$ cat src/rtl/addv_digit_serial.sv
`default_nettype none
// ============================================================================
//  Module      : addv_digit_serial
//  Description : Digit-serial two's-complement adder with carry-in and signed
//                overflow flag. Adds DIGIT bits per cycle through a registered
//                carry, with valid/ready handshakes on input and output.
//  Revision    : 1.0 - initial release
// ============================================================================
module addv_digit_serial #(
    parameter int WIDTH = 8,
    parameter int DIGIT = 4
) (
    input  logic             clk_i,
    input  logic             rst_i,
    input  logic             in_valid_i,
    output logic             in_ready_o,
    input  logic [WIDTH-1:0] a_i,
    input  logic [WIDTH-1:0] b_i,
    input  logic             ci_i,
    output logic             out_valid_o,
    input  logic             out_ready_i,
    output logic [WIDTH-1:0] s_o,
    output logic             v_o
);

    // Number of digit steps, padded operand width and counter width.
    localparam int c_ndig      = (WIDTH + DIGIT - 1) / DIGIT;
    localparam int c_pad_w     = c_ndig * DIGIT;
    localparam int c_cnt_w     = (c_ndig > 1) ? $clog2(c_ndig) : 1;
    // Number of real (non-padding) bits in the final digit.
    localparam int c_last_bits = WIDTH - (c_ndig - 1) * DIGIT;

    localparam logic [c_cnt_w-1:0] c_cnt_last = c_cnt_w'(c_ndig - 1);

    localparam logic [1:0] c_st_idle = 2'd0;
    localparam logic [1:0] c_st_run  = 2'd1;
    localparam logic [1:0] c_st_done = 2'd2;

    logic [1:0]         r_state;
    logic [WIDTH-1:0]   r_a;
    logic [WIDTH-1:0]   r_b;
    logic [WIDTH-1:0]   r_s;
    logic               r_carry;
    logic [c_cnt_w-1:0] r_cnt;
    logic               r_v;

    int                 w_base;
    logic [c_pad_w-1:0] w_a_pad;
    logic [c_pad_w-1:0] w_b_pad;
    logic [DIGIT:0]     w_slice_sum;
    logic               w_last;
    logic [WIDTH-1:0]   w_s_new;
    logic               w_carry;
    logic               w_v;

    // Handshake and result outputs come straight from registered state.
    assign in_ready_o  = (r_state == c_st_idle);
    assign out_valid_o = (r_state == c_st_done);
    assign s_o         = r_s;
    assign v_o         = r_v;

    // Datapath for one digit step: slice add, merge into sum, carry/overflow.
    always_comb begin
        w_base  = int'(r_cnt) * DIGIT;
        // Zero padding above WIDTH keeps a partial last digit from adding junk.
        w_a_pad = '0;
        w_b_pad = '0;
        w_a_pad[WIDTH-1:0] = r_a;
        w_b_pad[WIDTH-1:0] = r_b;
        w_slice_sum = {1'b0, w_a_pad[w_base +: DIGIT]}
                    + {1'b0, w_b_pad[w_base +: DIGIT]}
                    + (DIGIT+1)'(r_carry);
        w_last  = (r_cnt == c_cnt_last);
        // Only bits below WIDTH are written; the rest of the sum is kept.
        w_s_new = r_s;
        for (int i = 0; i < WIDTH; i++) begin
            if ((i >= w_base) && (i < w_base + DIGIT)) begin
                w_s_new[i] = w_slice_sum[i - w_base];
            end
        end
        // On a partial last digit the carry out of bit WIDTH-1 sits lower.
        w_carry = w_last ? w_slice_sum[c_last_bits] : w_slice_sum[DIGIT];
        w_v     = (r_a[WIDTH-1] == r_b[WIDTH-1]) && (w_s_new[WIDTH-1] != r_a[WIDTH-1]);
    end

    // Control FSM and operand/result registers; reset aborts any operation.
    always_ff @(posedge clk_i or posedge rst_i) begin
        if (rst_i) begin
            r_state <= c_st_idle;
            r_a     <= '0;
            r_b     <= '0;
            r_s     <= '0;
            r_carry <= 1'b0;
            r_cnt   <= '0;
            r_v     <= 1'b0;
        end else begin
            case (r_state)
                c_st_idle: begin
                    if (in_valid_i) begin
                        r_a     <= a_i;
                        r_b     <= b_i;
                        r_carry <= ci_i;
                        r_cnt   <= '0;
                        r_state <= c_st_run;
                    end
                end
                c_st_run: begin
                    r_s     <= w_s_new;
                    r_carry <= w_carry;
                    if (w_last) begin
                        r_v     <= w_v;
                        r_state <= c_st_done;
                    end else begin
                        r_cnt <= r_cnt + c_cnt_w'(1);
                    end
                end
                c_st_done: begin
                    if (out_ready_i) begin
                        r_state <= c_st_idle;
                    end
                end
                default: begin
                    r_state <= c_st_idle;
                end
            endcase
        end
    end

endmodule
`default_nettype wire

$ cat config.mk
export PLATFORM = sky130hd
export DESIGN_NAME = addv_digit_serial
export DESIGN_NICKNAME = d
export VERILOG_FILES = /design/src/rtl/addv_digit_serial.sv
export SDC_FILE = /design/constraint.sdc
export NUM_CORES = 1
export LEC_CHECK = 0
export ABC_CLOCK_PERIOD_IN_PS = 4100
export CAP_MARGIN = 20
export CORE_ASPECT_RATIO = 1.25
export CORE_MARGIN = 2
export CORE_UTILIZATION = 50
export CTS_BUF_LIST = sky130_fd_sc_hd__clkbuf_4
export DETAILED_ROUTE_END_ITERATION = 8
export GPL_TIMING_DRIVEN = 0
export PLACE_DENSITY = 0.77
export REMOVE_ABC_BUFFERS = 1
export SYNTH_ARGS = -nofsm -noshare
export SYNTH_HDL_FRONTEND = slang
export SYNTH_SLANG_ARGS = --single-unit
$ cat constraint.sdc
create_clock -name clk_i -period 4.1 [get_ports clk_i]
set_input_delay 0.41 -clock clk_i [delete_from_list [all_inputs] [get_ports clk_i]]
set_output_delay 0.41 -clock clk_i [all_outputs]
set_load 0.01 [all_outputs]
==> key figures, run 1 <==
Route
  • # DRC: 0
  • First DRT Iteration DRCs: 21
  • Via-per-instance ratio: about 5.3
  • Via count: roughly 960
  • Routed WL: around 2.5 mm
  • Antenna Nets Post-Route: 0
  • DR pass1 iterations: 4
  • Routed WL per cell: between 10 and 15 um

Logic synthesis
  • Synth Flop Type: dfrtp_1
  • Area leader, netlist: dfrtp_1
  • Distinct cells, synth: 31
  • Simple-gate portion of the synthesized area: approximately 9%
  • Post-synth top area share: 51.51%
  • Sequential area share after synthesis: between 50% and 60%
  • Seq cells post-synth: 29
  • Post-Syn Instances: 113
  • Largest cells by area after synthesis: dfrtp_1 (52%), mux2_4 (11%), mux2_2 (8.0%), nand2_1 (3.5%), fa_1 (2.8%)
  • Synth Area per Inst: 12.47 um^2
  • Synth Area in Compound Gates: under 10%
  • Largest family of logic cells by synthesized area: multiplexers
  • Post-synthesis mux area share: 21.49%
  • Synth Area in Adders: around 5.5%
  • Post-synth EDFFs: 0
  • Synthesis Warnings: 0
  • Mapped cell area: around 1400 um^2
  • Most common cell in the netlist: dfrtp_1
  • FFs w/ async S/R, synth: 100.0%
  • Synth top cells by count: dfrtp_1 (29), nand2_1 (13), mux2_2 (10), mux2_4 (10), o21ai_1 (8)
  • Area share of xor/xnor cells in the synthesized design: between 1 and 1.5%

Critical path
  • CP Cell Sequence: mux2i_1 > fa_1 > fa_1 > nor2b_1 > o21ai_0 > a222oi_1
  • Slowest cell on the critical path: dfrtp_1
  • CP arrival: roughly 2.5 ns
  • R2R setup slack: between 1.5 and 2 ns
  • CP Launch Type: flop
  • Max incr delay on CP: 0.65 ns
  • Crit Path Class: reg2reg
  • Crit path required time: between 4 and 5 ns
  • Crit Path Max Fanout: 12
  • Reg-to-Reg Start: r_cnt$_DFFE_PP0P_
  • Critical path's top delay family: adder cells
  • Top cell by count, worst path: fa_1
  • Reg-to-reg critical path endpoint: r_carry$_DFFE_PP0P_
  • Worst Path Buf+Inv: 0
  • Crit end category: flop
  • R2r worst-path depth: 6

CTS
  • Inserted Clock Buffers: 5
  • Post-CTS resize count: 0
  • Hold-fix buffers at CTS: 0
  • CTS clk-pin slew, worst paths: 0.08 ns
  • CTS H-tree lvls: 2
  • Deepest clock path buffer count: 2
  • Worst-skew pair later-pin latency: 0.33 ns
  • Clock sink count: 29
  • CTS tree: done
  • Post-CTS setup buffers: 0
  • Root buffer cell: clkbuf_4

STA
  • Min cycle time layout: 2.300 ns
  • Max frequency: around 430 MHz
  • Finish-stage setup viols: 0
  • Fin. Hold Viols: 0
  • Post-route setup TNS: 0 ns
  • Max-slew violation count: 0
  • RSZ-0062 raised after global routing: false
  • Slew of the pin with the lowest slew margin: between 0.5 and 0.6 ns
  • Post-Route Skew: between 0.006 and 0.007 ns
  • Slew Limit Headroom: around 61%
  • Final WS setup: approximately 1.8 ns
  • Crit share post-route: 56.10%

Outcome
  • Run status: complete, no violations

Placement
  • Estimated wirelength of the detail-placed design: ~1.9 mm
  • Buffers on Ports: 31
  • Routability Congestion: around 0.76
  • Place WS: roughly 1.8 ns

Flow run
  • Maxcap violations: 0

Floorplan
  • # IOs: 32
  • Die height: ~63 um
  • Site Rows: 21
  • Full die area: between 3000 and 4000 um^2
  • Starting Density: 52.57%
  • Core Area: 2680 um^2
  • Die width: 51.48 um

Layout
  • Area Growth Syn to Fin: 28.60%
  • NumNets Final: 174
  • Layout cells sized above 1: 19.59%
  • Antenna cells: 0

Pwr
  • Worst VDD drop: 0.4174 mV
  • Leak pwr: roughly 0.82 nW
  • Pwr Density: about 840 nW/um^2

Global routing
  • Grt ovf: 0
  • Global-route wire length before repair: roughly 4.6 mm
  • Vias in the first global route: around 1000
  • Largest net degree at the start of global routing: 30
  • Antenna violations before repair: 0
  • Gr usage total: 19.33%

Hold path
  • Tightest Hold Check Type: in2async
[stage by stage]
step	util, %	total power [mW]	instance area, um^2	hold slack, ns	instances
floorplan	-	1.118	1383	0.4762	109
finish	67.60	1.525	1812	0.3001	182
global placement	64.75	1.330	1735	0.4648	174
detailed placement	64.75	1.378	1735	0.4745	174
global route	67.60	1.672	1812	0.2978	182
CTS	66.57	1.543	1784	0.4933	181
[sequential cells by signal, indices dropped and copies added (netlist names)]
signal	count
r_a	8
r_b	8
s_o	8
r_state	2
r_carry	1
r_cnt	1
v_o	1
[placed cells by master (no fill, tap or decap), types with 2 or more instances in the layout]
cell type and instances:
mux2_4 10, o21ai_0 4, fa_1 2, inv_1 6, nor3_1 2, o21ai_1 8, clkbuf_4 6, mux2_2 10
mux2i_1 4, clkdlybuf4s50_1 31, ha_1 3, nor2_1 2, dfrtp_1 29, nand2_1 13
[area by class of cell]
cell class / count / area (um^2)
fill: 228 / 868.3
clock buffer: 6 / 45.04
multi-input combinational: 74 / 634.4
tap: 34 / 42.54
inverter: 6 / 22.52
clock inverter: 1 / 3.754
timing repair buffer: 32 / 337.8
sequential: 29 / 725.7
[metal layers]
layer | part of all wire (%) | global-route usage (%) | wire length [um] | up-vias
met5 | 0 | 0 | 0 | -
met4 | 2.5 | 9.868 | 63 | 0
met3 | 5.5 | 6.635 | 138 | 6
met2 | 48 | 29.97 | 1200 | 24
met1 | 44 | 23.50 | 1090 | 471
li1 | - | - | - | 457
[power by group]
part | switching (mW) | internal [mW] | total [mW]
clock | 0.0914 | 0.0686 | 0.160
combinational | 0.381 | 0.448 | 0.829
sequential | 0.107 | 0.429 | 0.536
[cells by family (layout without fill, tap and decap cells)]
logic type | count (synthesis) | in the layout
flops | 29 | 29
xor+xnor | 2 | 2
fa+ha+maj | 5 | 5
compound gates | 18 | 18
mux | 24 | 24
buf+inv | 10 | 45
simple gates | 25 | 25
[how the worst max path moves through the flow]
stage,start,end,slack (ns),cells after the start
after floorplan,r_cnt$_DFFE_PP0P_,r_carry$_DFFE_PP0P_,2.05,6
after global placement,r_cnt$_DFFE_PP0P_,r_carry$_DFFE_PP0P_,1.83,6
after detailed placement,r_cnt$_DFFE_PP0P_,s_o[7]$_DFFE_PP0P_,1.75,6
after CTS,r_cnt$_DFFE_PP0P_,s_o[7]$_DFFE_PP0P_,1.76,6
after global routing,r_cnt$_DFFE_PP0P_,r_carry$_DFFE_PP0P_,1.62,6
final,r_cnt$_DFFE_PP0P_,r_carry$_DFFE_PP0P_,1.80,6
(Power assumes the default switching activity.)
==> run 2: changes to the inputs <==
--- a/config.mk
+++ b/config.mk
@@ -5,15 +5,15 @@
 export SDC_FILE = /design/constraint.sdc
 export NUM_CORES = 1
 export LEC_CHECK = 0
-export ABC_CLOCK_PERIOD_IN_PS = 4100
+export ABC_CLOCK_PERIOD_IN_PS = 1910
 export CAP_MARGIN = 20
 export CORE_ASPECT_RATIO = 1.25
 export CORE_MARGIN = 2
-export CORE_UTILIZATION = 50
+export CORE_UTILIZATION = 46
 export CTS_BUF_LIST = sky130_fd_sc_hd__clkbuf_4
 export DETAILED_ROUTE_END_ITERATION = 8
 export GPL_TIMING_DRIVEN = 0
-export PLACE_DENSITY = 0.77
+export PLACE_DENSITY = 0.74
 export REMOVE_ABC_BUFFERS = 1
 export SYNTH_ARGS = -nofsm -noshare
 export SYNTH_HDL_FRONTEND = slang
==> constraint.sdc (replaced) <==
create_clock -name clk_i -period 1.91 [get_ports clk_i]
set_input_delay 0.191 -clock clk_i [delete_from_list [all_inputs] [get_ports clk_i]]
set_output_delay 0.191 -clock clk_i [all_outputs]
set_load 0.01 [all_outputs]
==> run 2 against run 1 <==
Compared with the run above:
- the flow now finishes with violations (setup timing)
- clock power is 110% higher
- register-to-register slack worse by 1.8 ns
- flip-flop and latch count stayed put
- power is 140% higher
- sequential power is 110% higher
- largest power group unchanged
- utilization is 2.3 points lower
- largest cell class unchanged
- worst hold slack worse by 0.085 ns
- critical path depth stayed put
- combinational power grew to 2.6 times the previous value
- sequential share of layout area is 1.9 points lower
- non-clock buffer count is 3 higher
- global-route usage is 0.89 points lower
==> key figures, run 2 (synthesis gave the netlist of run 1 again) <==
Outcome
  • Run status: finished with violations
  • Failing checks: setup timing

Floorplan
  • # IOs: 32
  • Core Area: around 2900 um^2
  • Full die area: between 3000 and 4000 um^2
  • Site Rows: 22
  • Starting Density: 48.28%
  • Die height: ~66 um
  • Die width: about 54 um

STA
  • Fin. Hold Viols: 0
  • Post-Route Skew: 0.007149 ns
  • Max frequency: approximately 520 MHz
  • Slew Limit Headroom: roughly 61%
  • Max-slew violation count: 0
  • Finish-stage setup viols: 2
  • RSZ-0062 raised after global routing: true
  • Crit share post-route: 101.6%
  • Slew of the pin with the lowest slew margin: between 0.5 and 0.6 ns
  • Min cycle time layout: a little under 2 ns
  • Final WS setup: -0.03114 ns
  • Final hold slack: 0.2152 ns

Critical path
  • Crit Path Max Fanout: 4
  • R2R setup slack: -0.03 ns
  • CP arrival: between 2 and 2.5 ns
  • Crit end category: flop
  • CP Cell Sequence: mux2i_1 > fa_2 > fa_2 > nor2b_1 > o21ai_0 > a222oi_1
  • Crit path required time: between 2 and 2.5 ns
  • R2r worst-path depth: 6
  • Critical path's top delay family: adder cells
  • Slowest cell on the critical path: dfrtp_2
  • Worst Path Buf+Inv: 0
  • Crit Path Class: reg2reg
  • Max incr delay on CP: ~0.46 ns
  • Reg-to-Reg Start: r_cnt$_DFFE_PP0P_
  • CP Launch Type: flop
  • Top cell by count, worst path: fa_2
  • Reg-to-reg critical path endpoint: r_carry$_DFFE_PP0P_

Pwr
  • Part of the power in registers: 31.8%
  • Internal power: around 2.3 mW
  • Pwr Total: 3.621 mW
  • Clock power share: under 10%
  • Worst VDD drop: ~1.1 mV
  • Gate power share: roughly 59%
  • Pwr Density: ~1900 nW/um^2
  • NetSw: roughly 1.4 mW
  • Net Sw Frac: between 30% and 40%
  • Leak pwr: approximately 0.84 nW

CTS
  • Hold-fix buffers at CTS: 0
  • Inserted Clock Buffers: 5
  • CTS clk-pin slew, worst paths: about 0.09 ns
  • Clock sink count: 29
  • Deepest clock path buffer count: 2
  • Worst-skew pair later-pin latency: approximately 0.32 ns
  • Root buffer cell: clkbuf_4
  • CTS tree: done
  • CTS H-tree lvls: 2

Global routing
  • Grt ovf: 0
  • GR Layer Usage met1: 20.89%
  • Antenna violations before repair: 0
  • Met3 usage: around 4.8%
  • Global-route wire length before repair: 4.567 mm
  • Largest net degree at the start of global routing: 30
  • Vias in the first global route: roughly 1000
  • Global-route layer with the greatest usage: met2
  • Gr usage total: a little under a fifth
  • M2 GR Usage: between 20 and 30%

Placement
  • Buffers on Ports: 31
  • Placed insts: 176
  • Place WS: -0.3952 ns
  • Estimated wirelength of the detail-placed design: between 1.5 and 2 mm
  • Routability Congestion: 0.8369
  • Cell Area, Placed: around 1700 um^2

Route
  • Via-per-instance ratio: between 5 and 6
  • Antenna Nets Post-Route: 0
  • Routed WL: roughly 2.7 mm
  • First DRT Iteration DRCs: 25
  • # DRC: 0
  • Via count: just under 1000
  • DR pass1 iterations: 4
  • Routed WL per cell: roughly 14 um

Layout
  • Area Growth Syn to Fin: 35.26%
  • Antenna cells: 0
  • Fill cell count: 229
  • Final Cell Area: 1906 um^2
  • NumNets Final: roughly 180
  • Most common cell after layout, fill and taps aside: clkdlybuf4s50_1
  • Layout cells sized above 1: approximately 27%
  • Final Non-Filler Cells: roughly 190
  • Commonest cells after routing, fill and taps aside: clkdlybuf4s50_1 (31), dfrtp_1 (28), nand2_1 (13)

Flow run
  • Maxcap violations: 0

Hold path
  • Tightest Hold Check Type: in2async
-- run 2: cell types whose count changed in the layout (fill, tap and decap cells not counted), sizes merged --
cell / before / now
buf: 1 / 4
-- run 2: worst max path at each step --
stage	start	endpoint	cells after the start
3_3_place_gp	r_cnt$_DFFE_PP0P_	r_carry$_DFFE_PP0P_	6
6_report	r_cnt$_DFFE_PP0P_	r_carry$_DFFE_PP0P_	6
5_1_grt	r_cnt$_DFFE_PP0P_	r_carry$_DFFE_PP0P_	6
2_1_floorplan	r_cnt$_DFFE_PP0P_	r_carry$_DFFE_PP0P_	6
4_1_cts	r_cnt$_DFFE_PP0P_	r_carry$_DFFE_PP0P_	6
3_5_place_dp	r_cnt$_DFFE_PP0P_	r_carry$_DFFE_PP0P_	6
-- run 2: per-stage QoR --
step	util, %	setup TNS, ns
after floorplan	-	-0.2094
after global placement	59.56	-1.646
after detailed placement	59.56	-2.118
after CTS	63.04	-0.07361
after global routing	65.31	-0.3995
final	65.31	-0.03406
-- run 2: power groups by stage --
stage	sequential (mW)	clock (mW)	combinational, mW
floorplan	1.15	0	1.25
finish	1.15	0.342	2.13
CTS	1.14	0.351	2.01
detailed placement	1.17	0	1.79
global route	1.19	0.374	2.37
global placement	1.15	0	1.72
-- run 2: timing repair --
| action | in CTS | in global routing |
|---|---|---|
| buffers inserted | 2 | 1 |
| pin swaps | 0 | 2 |
| gates resized for setup | 7 | 6 |
| endpoints found under the setup margin | 8 | 4 |
-- run 2: routing by layer --
| layer | wire length [um] | vias up |
|---|---|---|
| li1 | - | 469 |
| met1 | 1045 | 481 |
| met2 | 1396 | 33 |
| met3 | 160 | 4 |
| met4 | 51 | 0 |
| met5 | 0 | - |
-- run 2: area by class of cell --
type | instances | area [um^2] | share of cell area (%)
multi-input combinational | 74 | 689.4 | 36.18
timing repair buffer | 35 | 372.9 | 19.57
clock buffer | 6 | 45.04 | 2.364
inverter | 6 | 22.52 | 1.182
clock inverter | 1 | 3.754 | 0.1970
sequential | 29 | 726.9 | 38.15
tap | 36 | 45.04 | 2.364
-- run 2: worst reg2reg max path, stage by stage, from the launching register on --
cell,delay [ns]
dfrtp_2,0.46
mux2i_1,0.16
fa_2,0.40
fa_2,0.37
nor2b_1,0.12
o21ai_0,0.08
a222oi_1,0.26
